**config.mk**
```make
export PLATFORM = sky130hd
export DESIGN_NAME = ft_recovery_loader
export DESIGN_NICKNAME = d
export VERILOG_FILES = /design/src/rtl/ft_pkg.sv /design/src/rtl/ft_recovery_loader.sv
export SDC_FILE = /design/constraint.sdc
export NUM_CORES = 1
export LEC_CHECK = 0
export BUFFER_PORTS_ARGS = -buffer_cell sky130_fd_sc_hd__buf_4
export CORE_MARGIN = 2
export CORE_UTILIZATION = 42
export DETAILED_ROUTE_END_ITERATION = 10
export PLACE_DENSITY = 0.77
export SLEW_MARGIN = 20
export SYNTH_ARGS = -nofsm -noshare
export SYNTH_HDL_FRONTEND = slang
export SYNTH_SLANG_ARGS = --single-unit
```
**constraint.sdc**
```tcl
create_clock -name clk_i -period 1.8 [get_ports clk_i]
set_input_delay 0.36 -clock clk_i [delete_from_list [all_inputs] [get_ports clk_i]]
set_output_delay 0.36 -clock clk_i [all_outputs]
set_load 0.02 [all_outputs]
```
**src/rtl/ft_pkg.sv**
```systemverilog
// Shared definitions for the fault-tolerant recovery blocks: restore FSM
// states and the checkpoint memory word layout.
package ft_pkg;

   typedef enum logic [1:0] {
      RL_IDLE,
      RL_REQ,
      RL_WAIT,
      RL_FINISH
   } ft_rl_state_e;

   localparam int unsigned FT_WORD_BYTES = 4;

   // The saved PC sits in the slot right after the last register.
   function automatic logic [31:0] ft_pc_offset(input int unsigned num_regs);
      return num_regs * FT_WORD_BYTES;
   endfunction

endpackage

```
**src/rtl/ft_recovery_loader.sv**
```systemverilog
// Restore engine: reads the checkpointed register file and PC from FT memory
// one word at a time, replays them into the core, then pulses done_o.
module ft_recovery_loader
   import ft_pkg::*;
#(
   parameter int unsigned ADDR_WIDTH = 5,
   parameter int unsigned DATA_WIDTH = 32,
   parameter int unsigned NUM_REGS   = 32,
   parameter logic [31:0] BASE_ADDR  = 32'h0
) (
   input  logic                  clk_i,
   input  logic                  rst_ni,
   input  logic                  recover_i,
   output logic                  data_req_o,
   input  logic                  data_gnt_i,
   input  logic                  data_rvalid_i,
   output logic                  data_we_o,
   output logic [3:0]            data_be_o,
   output logic [31:0]           data_addr_o,
   output logic [31:0]           data_wdata_o,
   input  logic [31:0]           data_rdata_i,
   input  logic                  data_err_i,
   output logic                  rf_we_o,
   output logic [ADDR_WIDTH-1:0] rf_waddr_o,
   output logic [DATA_WIDTH-1:0] rf_wdata_o,
   output logic                  pc_set_o,
   output logic [31:0]           pc_o,
   output logic                  busy_o,
   output logic                  done_o,
   output logic                  err_o
);

   localparam int unsigned      IDX_W  = $clog2(NUM_REGS + 1);
   localparam logic [IDX_W-1:0] PC_IDX = IDX_W'(NUM_REGS);

   ft_rl_state_e          state_q;
   logic [IDX_W-1:0]      idx_q;
   logic                  rf_we_q;
   logic [ADDR_WIDTH-1:0] rf_waddr_q;
   logic [DATA_WIDTH-1:0] rf_wdata_q;
   logic                  pc_set_q;
   logic [31:0]           pc_q;
   logic                  done_q;
   logic                  err_q;

   always_ff @(posedge clk_i or negedge rst_ni) begin
      if (!rst_ni) begin
         state_q    <= RL_IDLE;
         idx_q      <= '0;
         rf_we_q    <= 1'b0;
         rf_waddr_q <= '0;
         rf_wdata_q <= '0;
         pc_set_q   <= 1'b0;
         pc_q       <= '0;
         done_q     <= 1'b0;
         err_q      <= 1'b0;
      end else begin
         rf_we_q  <= 1'b0;
         pc_set_q <= 1'b0;
         done_q   <= 1'b0;
         case (state_q)
            RL_IDLE: begin
               if (recover_i) begin
                  idx_q   <= IDX_W'(1);
                  err_q   <= 1'b0;
                  state_q <= RL_REQ;
               end
            end
            RL_REQ: begin
               if (data_gnt_i) begin
                  state_q <= RL_WAIT;
               end
            end
            RL_WAIT: begin
               if (data_rvalid_i) begin
                  if (data_err_i) begin
                     err_q   <= 1'b1;
                     done_q  <= 1'b1;
                     state_q <= RL_FINISH;
                  end else if (idx_q == PC_IDX) begin
                     pc_set_q <= 1'b1;
                     pc_q     <= data_rdata_i;
                     done_q   <= 1'b1;
                     state_q  <= RL_FINISH;
                  end else begin
                     rf_we_q    <= 1'b1;
                     rf_waddr_q <= idx_q[ADDR_WIDTH-1:0];
                     rf_wdata_q <= DATA_WIDTH'(data_rdata_i);
                     idx_q      <= idx_q + IDX_W'(1);
                     state_q    <= RL_REQ;
                  end
               end
            end
            RL_FINISH: begin
               state_q <= RL_IDLE;
            end
            default: begin
               state_q <= RL_IDLE;
            end
         endcase
      end
   end

   always_comb begin
      data_req_o  = (state_q == RL_REQ);
      data_addr_o = '0;
      if (state_q == RL_REQ) begin
         if (idx_q == PC_IDX) begin
            data_addr_o = BASE_ADDR + ft_pc_offset(NUM_REGS);
         end else begin
            data_addr_o = BASE_ADDR + (32'(idx_q) * FT_WORD_BYTES);
         end
      end
   end

   assign data_we_o    = 1'b0;
   assign data_be_o    = 4'hF;
   assign data_wdata_o = '0;
   assign rf_we_o      = rf_we_q;
   assign rf_waddr_o   = rf_waddr_q;
   assign rf_wdata_o   = rf_wdata_q;
   assign pc_set_o     = pc_set_q;
   assign pc_o         = pc_q;
   assign busy_o       = (state_q != RL_IDLE);
   assign done_o       = done_q;
   assign err_o        = err_q;

endmodule

```
# == Word-level counts from Yosys, hierarchy flattened ==
# Cells that the tools add are included.
# op_classes
n_addsub,1
n_eq_ne,10
n_mux,28
n_bitwise,2
n_reduce_logical,8
# op_table
operator,count
2-to-1 mux 6 bit,4
2-to-1 mux 8 bit,2
2-to-1 mux 1 bit,14
one-hot mux 6 bit (2 select lines),1
AND reduction 4 bit,3
2-to-1 mux 2 bit,5
"!= test 2 bit, second input constant",5
one-hot mux 2 bit (4 select lines),1
"adder 6 x 1 -> 6 bit, second input constant",1
"equality test 6 bit, second input constant",1
AND reduction 5 bit,1
"equality test 2 bit, second input constant",2
nonzero test 2 bit,2
AND reduction 3 bit,1
"equality test 2 x 1 -> 1 bit, second input constant",1
logical NOT 2 bit,1
"!= test 2 x 1 -> 1 bit, second input constant",1
inverter 1 bit,2
one-hot mux 1 bit (2 select lines),1
# word_totals
regBits,81
input_bits,38
out_inout_bits,144
word_cells,58

# == Depth between registers and ports, before layout ==
# Gate-level depths: netlist of run 1.
# depth
depth_word,5
depth_mapped,10
depth_no_buf,7

# == Least setup slack after synthesis of run 1 ==
# OpenSTA, ideal clock, no wires.
# synth_path
kind,flip-flop to output port
startpoint,register state_q[1]
endpoint,output port data_addr_o[2]
arrival_time_ns,1.650
t_required_ns,1.440
setup_slack_ns,-0.210
path_stages_with_launch,5
n_path_buf,1
path_cell_list,dfrtp_1 clkbuf_1 nor2b_1 inv_1 nor3_1
# synth_via
elab_chain_len,2
# synth_rtl
element,line_no,rtl
start: declaration,ft_recovery_loader.sv:36,ft_rl_state_e state_q;
start signal: assignment,ft_recovery_loader.sv:48,state_q <= RL_IDLE;
start signal: assignment,ft_recovery_loader.sv:66,state_q <= RL_REQ;
start signal: assignment,ft_recovery_loader.sv:71,state_q <= RL_WAIT;
equality test 2 x 1 -> 1 bit,n/a,
via data_req_o,ft_recovery_loader.sv:14,"output logic data_req_o,"
2-to-1 mux 8 bit,ft_recovery_loader.sv:107,if (state_q == RL_REQ) begin
end: declaration,ft_recovery_loader.sv:19,"output logic [31:0] data_addr_o,"
# The timed path passes the listed nets, and every way through them passes these cells.

# == Worst setup path after layout of run 1 ==
# layout_path
startpoint,register idx_q[0]
endpoint,output port data_addr_o[3]
# layout_via
elab_chain_len,3
# layout_rtl
element,line_no,rtl
start: declaration,ft_recovery_loader.sv:37,logic [IDX_W-1:0] idx_q;
start signal: assignment,ft_recovery_loader.sv:89,idx_q <= idx_q + IDX_W'(1);
equality test 6 bit,ft_recovery_loader.sv:108,if (idx_q == PC_IDX) begin
2-to-1 mux 8 bit,ft_recovery_loader.sv:108,
2-to-1 mux 8 bit,ft_recovery_loader.sv:107,
# No other way between the ends.

==> results by group, run 1 <==
Layout
  • Commonest cells after routing, fill and taps aside: buf_4, dfrtp_1, conb_1
  • Fillers: 684
  • Area growth, synth to finish: 31.92%
  • Final net count: 464
  • Commonest non-fill, non-tap cell in the layout: buf_4
  • Ant diodes: 0
  • Share of layout cells above drive strength 1: 0.5594

Global routing
  • Antenna violations before repair: 0
  • Total GRT Usage: 0.1580
  • First-pass GRT wire length: between 10000 and 15000 um
  • Largest net degree at the start of global routing: 39
  • Gr ovfl total: 0
  • Vias in the first global route: between 2000 and 3000

Routing
  • Final ANT Viol Nets: 0
  • WL final: between 7000 and 8000 um
  • Per-cell routed wire length: approximately 15 um
  • DR iter-0 viols: 76
  • Vias per cell: between 4 and 5
  • Post-route DRC: 0
  • Detailed Routing Iterations Pass 1: 4
  • DR vias: 2446

Floorplan
  • Starting density of the core: 0.4346
  • Core Region: a little under 9000 um^2
  • Die extent in y: around 100 um
  • Cell Rows: 34
  • Die Wd: 98.99 um
  • DIE AREA: a little under 10000 um^2
  • Num ports: ~180

Setup path
  • Worst path depth: 6
  • Arrival time worst endpoint: about 1500 ps
  • Setup crit end kind: output port
  • CP Cell Sequence: inv_2 > ha_4 > and3_4 > buf_6 > nor3_2 > buf_4
  • Critical Path Max Stage Delay: roughly 370 ps
  • Slowest-stage cell, CP: dfrtp_1
  • Critical Path RT: roughly 1400 ps
  • Startpoint class of the critical path: flop
  • Reg-to-reg endpoint: idx_q[5]
  • Reg2Reg Setup Slack: about 70 ps
  • WP buf/inv: 3
  • R2R depth: 8
  • Critical Path Start: idx_q[0]
  • Worst Setup EP: data_addr_o[3]
  • CP Class: reg -> out
  • Worst path top cell family by delay: flip-flops
  • R2R Path Start: state_q[1]
  • CP Max Fanout: 8

Placed design
  • Placer Congestion: 0.8766
  • Port Buf Inserts: 118
  • DP HPWL: between 5000 and 6000 um

Clock network
  • Sink Count: 81
  • CTS max path bufs: 2
  • # H-tree levels: 3
  • CTS tree: done
  • Reg clk slew, reported paths: 80 ps
  • Clock Latency Late Sink: about 350 ps
  • CTS root buf: clkbuf_8
  • Clock buffer count from CTS: 9

Synthesis
  • Post-synthesis sequential area ratio: 0.5348
  • Post-synthesis average cell area: approximately 13 um^2
  • Share of the synthesized area in the top cell type: 0.5348
  • Synth warn: 0
  • Register bit total from synthesis: 81
  • Cell count after synthesis: about 280
  • Area of the mapped netlist: between 3000 and 4000 um^2
  • Cell taking the most area after synthesis: dfrtp_1
  • Post-synth cell types: 37
  • Synth area leaders: dfrtp_1, mux2_2, buf_4, mux2_4, a22o_1

Hold path
  • WHS Path Cells: 2
  • Hold Path Class: in -> reg

Outcome
  • Status: complete, but fails checks
  • Failing checks: setup timing

Pwr
  • Internal power: about 4.2 mW
  • Leak: ~2.7 nW
  • Combinational Power Share: 0.403
  • Flop pwr share: 0.391
  • Switching share of power: 0.3499
  • Net Sw Power: roughly 2.3 mW
  • Max rail drop VDD: 0.7421 mV
  • Pwr per Cell Area: between 1000 and 1500 nW/um^2
  • Clock power frac: 0.205

STA
  • Final worst setup slack: -48.74 ps
  • Setup TNS: -83.87 ps
  • Slew Limit Fails: 0
  • Crit share post-route: 1.027
  • RSZ-0062 raised after global routing: yes
  • Final Setup Violations: 2
  • Fmax achieved: roughly 0.54 GHz
  • Final clock skew: 8.817 ps
  • Hold violation count in the final report: 0
  • Final min period: roughly 1800 ps
  • Hold WS: between 200 and 250 ps

Job
  • Max Cap Viol: 0
==> worst reg2reg max path, cell delays in order, from the launching register on <==
cell and delay, ps:
dfrtp_1 400, buf_4 130, buf_4 130, and3b_2 250
nand2b_4 100, inv_4 50, buf_12 150, and3_1 170
a211o_1 260
==> per-stage QoR <==
step                cells  total power [mW]  area (um^2)  setup slack (ps)    util
global placement      516             4.921         4686             54.16  0.5373
finish                537             6.432         5000            -48.74  0.5733
floorplan             344             3.995         4021            -24.81       -
detailed placement    516             4.979         4686             31.59  0.5373
global route          537             6.759         5000            -94.68  0.5733
CTS                   534             6.360         4937            -50.72  0.5661
==> power groups by stage <==
stage | logic (mW) | registers [mW] | clock network [mW]
2_1_floorplan | 1.01 | 2.98 | 0
6_report | 2.60 | 2.52 | 1.32
5_1_grt | 2.75 | 2.57 | 1.44
3_5_place_dp | 2.44 | 2.53 | 0
4_1_cts | 2.49 | 2.51 | 1.36
3_3_place_gp | 2.39 | 2.53 | 0
==> worst min path at each step <==
stage / startpoint / end / slack (ps)
2_1_floorplan: rst_ni / done_o / 60
3_3_place_gp: rst_ni / pc_o[10] / 330
3_5_place_dp: rst_ni / pc_o[10] / 340
4_1_cts: data_gnt_i / state_q[0] / 220
5_1_grt: data_gnt_i / state_q[0] / 220
6_report: data_gnt_i / state_q[0] / 240
==> flip-flops by register name (all words and copies together) (netlist names) <==
register	count
done_o	1
err_o	1
idx_q	6
pc_o	32
pc_set_o	1
rf_waddr_o	5
rf_wdata_o	32
rf_we_o	1
state_q	2
==> per-layer routing <==
layer / global-route usage / vias to the layer above / share of wire
met1: 0.1926 / 1190 / 0.40
met2: 0.2614 / 135 / 0.50
li1: - / 1108 / -
met4: 0.05690 / 0 / 0.014
met5: 0 / - / 0
met3: 0.05319 / 13 / 0.092
==> timing repair <==
action	4_1_cts	5_1_grt
gates cloned	0	0
setup buffers	2	3
gates resized for setup	9	13
pin swaps	0	0
endpoints found under the hold margin	31	0
endpoints found under the setup margin	6	39
hold buffers	1	0
==> cell usage after synthesis, drive strengths merged <==
cell / n
nand2: 5
and3: 3
ha: 2
and3b: 1
buf: 73
nand2b: 3
mux2: 65
mux2i: 3
nor2b: 4
nand4bb: 1
nor3: 3
inv: 6
xnor2: 1
dfrtp: 81
clkbuf: 1
and2: 4
a21oi: 2
or2: 2
nor2: 2
or2b: 1
o22ai: 1
conb: 2
a211o: 1
o211a: 1
nand4: 1
o21ai: 7
nand3: 2
a22o: 4
o31ai: 1
==> logic make-up (layout without fill, tap and decap cells) <==
| logic type | after synthesis | after routing | share of synthesized area |
|---|---|---|---|
| mux | 68 | 68 | 0.2169 |
| xor+xnor | 1 | 1 | 0.002311 |
| simple gates | 32 | 32 | 0.05150 |
| buf+inv | 80 | 165 | 0.1562 |
| flops | 81 | 81 | 0.5348 |
| compound gates | 17 | 17 | 0.02971 |
| fa+ha+maj | 2 | 2 | 0.006602 |
| other cells | 2 | 63 | 0.001982 |
==> area by class of cell <==
class / instances / area (um^2) / area share
Inverter: 6 / 25.02 / 0.005005
Sequential cell: 81 / 2028 / 0.4057
Clock inverter: 6 / 68.82 / 0.01376
Timing Repair Buffer: 143 / 1165 / 0.2330
Tap cell: 108 / 135.1 / 0.02703
Multi-Input combinational cell: 183 / 1450 / 0.2900
Clock buffer: 10 / 127.6 / 0.02553
Note: power is estimated with default switching activity, not from simulation.
==> run 2, diff against run 1 <==
--- a/config.mk
+++ b/config.mk
@@ -9,7 +9,7 @@
 export CORE_MARGIN = 2
 export CORE_UTILIZATION = 42
 export DETAILED_ROUTE_END_ITERATION = 10
-export PLACE_DENSITY = 0.77
+export PLACE_DENSITY_LB_ADDON = 0.25
 export SLEW_MARGIN = 20
 export SYNTH_ARGS = -nofsm -noshare
 export SYNTH_HDL_FRONTEND = slang
==> results by group, run 2 (synthesis gave the netlist of run 1 again) <==
Routing
  • Final ANT Viol Nets: 0
  • WL final: between 7000 and 8000 um
  • DR iter-0 viols: 69
  • Post-route DRC: 0
  • Detailed Routing Iterations Pass 1: 5
  • DR vias: between 2000 and 2500
  • Per-cell routed wire length: 14.11 um
  • Vias per cell: 4.514

Global routing
  • First-pass GRT wire length: about 12000 um
  • Largest net degree at the start of global routing: 52
  • Antenna violations before repair: 0
  • Vias in the first global route: between 2000 and 2500
  • Gr ovfl total: 0
  • Total GRT Usage: 0.1551

Hold path
  • Worst Hold Launch: data_gnt_i
  • WHS Path Cells: 2
  • Hold Path End: state_q[0]
  • Hold Path Class: in -> reg

STA
  • Crit share post-route: 1.028
  • Setup TNS: -92.05 ps
  • Hold violation count in the final report: 0
  • Final Setup Violations: 2
  • Final min period: between 1500 and 2000 ps
  • Final clock skew: between 9 and 10 ps
  • RSZ-0062 raised after global routing: yes
  • Slew Limit Fails: 0
  • Hold WS: ~220 ps
  • Final worst setup slack: -49.53 ps
  • Fmax achieved: 0.5407 GHz

Placed design
  • DP HPWL: 5524 um
  • Dpl ws: roughly 12 ps
  • Placer Congestion: roughly 0.73
  • Placed inst area: 4681 um^2
  • Port Buf Inserts: between 100 and 150

Clock network
  • CTS tree: done
  • Sink Count: just over 80
  • Reg clk slew, reported paths: approximately 80 ps
  • Clock Latency Late Sink: between 300 and 400 ps
  • # H-tree levels: 3
  • CTS max path bufs: 2
  • CTS root buf: clkbuf_8
  • Clock buffer count from CTS: 9

Layout
  • Final Util: 0.5749
  • Ant diodes: 0
  • Final net count: 466
  • Multi-input logic area: ~1400 um^2
  • Commonest non-fill, non-tap cell in the layout: buf_4
  • Commonest cells after routing, fill and taps aside: buf_4, dfrtp_1, conb_1
  • FF+latch area: just over 2000 um^2
  • Area growth, synth to finish: 32.29%
  • Share of layout cells above drive strength 1: 0.5545
  • Fin area: 5014 um^2
  • Fillers: a little over 700

Setup path
  • R2R Path Start: state_q[0]
  • R2R depth: 6
  • Critical Path Max Stage Delay: around 380 ps
  • CP Class: reg -> out
  • Setup crit end kind: output port
  • Arrival time worst endpoint: between 1000 and 1500 ps
  • Reg2Reg Setup Slack: ~70 ps
  • Slowest-stage cell, CP: dfrtp_1
  • CP Cell Sequence: inv_2 > ha_4 > and3_4 > buf_6 > nor3_4 > buf_6
  • Most used cell, CP: buf_6
  • Critical Path RT: between 1000 and 1500 ps
  • Startpoint class of the critical path: flop
  • CP Max Fanout: 8
  • Reg-to-reg endpoint: rf_wdata_o[11]

Floorplan
  • Num ports: around 180
  • Starting density of the core: 0.4346
  • Core Region: between 8000 and 9000 um^2
  • DIE AREA: 9799 um^2
  • Die extent in y: roughly 99 um
  • Cell Rows: 34
  • Die Wd: 98.99 um

Pwr
  • Leak: around 2.7 nW
  • Max rail drop VDD: 0.8015 mV
  • Pwr per Cell Area: 1298 nW/um^2

Outcome
  • Status: complete, but fails checks
  • Failing checks: setup timing

Job
  • Max Cap Viol: 0
[run 2: critical path, delay by kind of cell (launching register included)]
family,cells,cell delay [ps]
buf+inv,3,340
fa+ha+maj,1,150
simple gates,2,270
flops,1,380
[run 2: where the power goes]
part / total [mW] / switching [mW] / internal, mW
clock: 1.44 / 0.660 / 0.780
sequential: 2.52 / 0.271 / 2.25
combinational: 2.55 / 1.28 / 1.27
total: 6.51 / 2.21 / 4.30
[run 2: layer usage]
metal | wire length, um | track usage | part of all wire | vias to the layer above
li1 | - | - | - | 1117
met1 | 2981 | 0.1907 | 0.39 | 1193
met2 | 3698 | 0.2391 | 0.49 | 113
met3 | 821 | 0.07305 | 0.11 | 10
met4 | 105 | 0.05690 | 0.014 | 0
met5 | 0 | 0 | 0 | -
[run 2: worst max path at each step]
stage	startpoint	slack, ps	endpoint	depth (start not counted)
5_1_grt	idx_q[0]	-100	data_addr_o[3]	6
6_report	idx_q[0]	-50	data_addr_o[3]	6
3_3_place_gp	data_rvalid_i	40	rf_wdata_o[9]	7
4_1_cts	idx_q[0]	-60	data_addr_o[3]	6
3_5_place_dp	data_rvalid_i	10	rf_wdata_o[13]	7
2_1_floorplan	state_q[1]	-20	data_addr_o[2]	4
[run 2: what timing repair did]
| action | in CTS | in global routing |
|---|---|---|
| setup buffers | 2 | 4 |
| endpoints found under the hold margin | 2 | 0 |
| gates cloned | 0 | 0 |
| endpoints found under the setup margin | 6 | 38 |
| resized for setup | 8 | 9 |
| pin swaps | 0 | 1 |
| hold buffers | 1 | 0 |
[run 2: layout make-up]
class	instances	share of cell area
Sequential cell	81	0.4043
Tap cell	108	0.02695
Clock buffer	9	0.02471
Inverter	6	0.004492
Multi-Input combinational cell	183	0.2877
Timing Repair Buffer	145	0.2328
Clock inverter	7	0.01897
[run 2: metrics by stage]
step | std cells | total power, mW
after floorplan | 344 | 3.995
after global placement | 517 | 4.927
after detailed placement | 517 | 4.960
after CTS | 535 | 6.484
after global routing | 539 | 6.848
final | 539 | 6.506
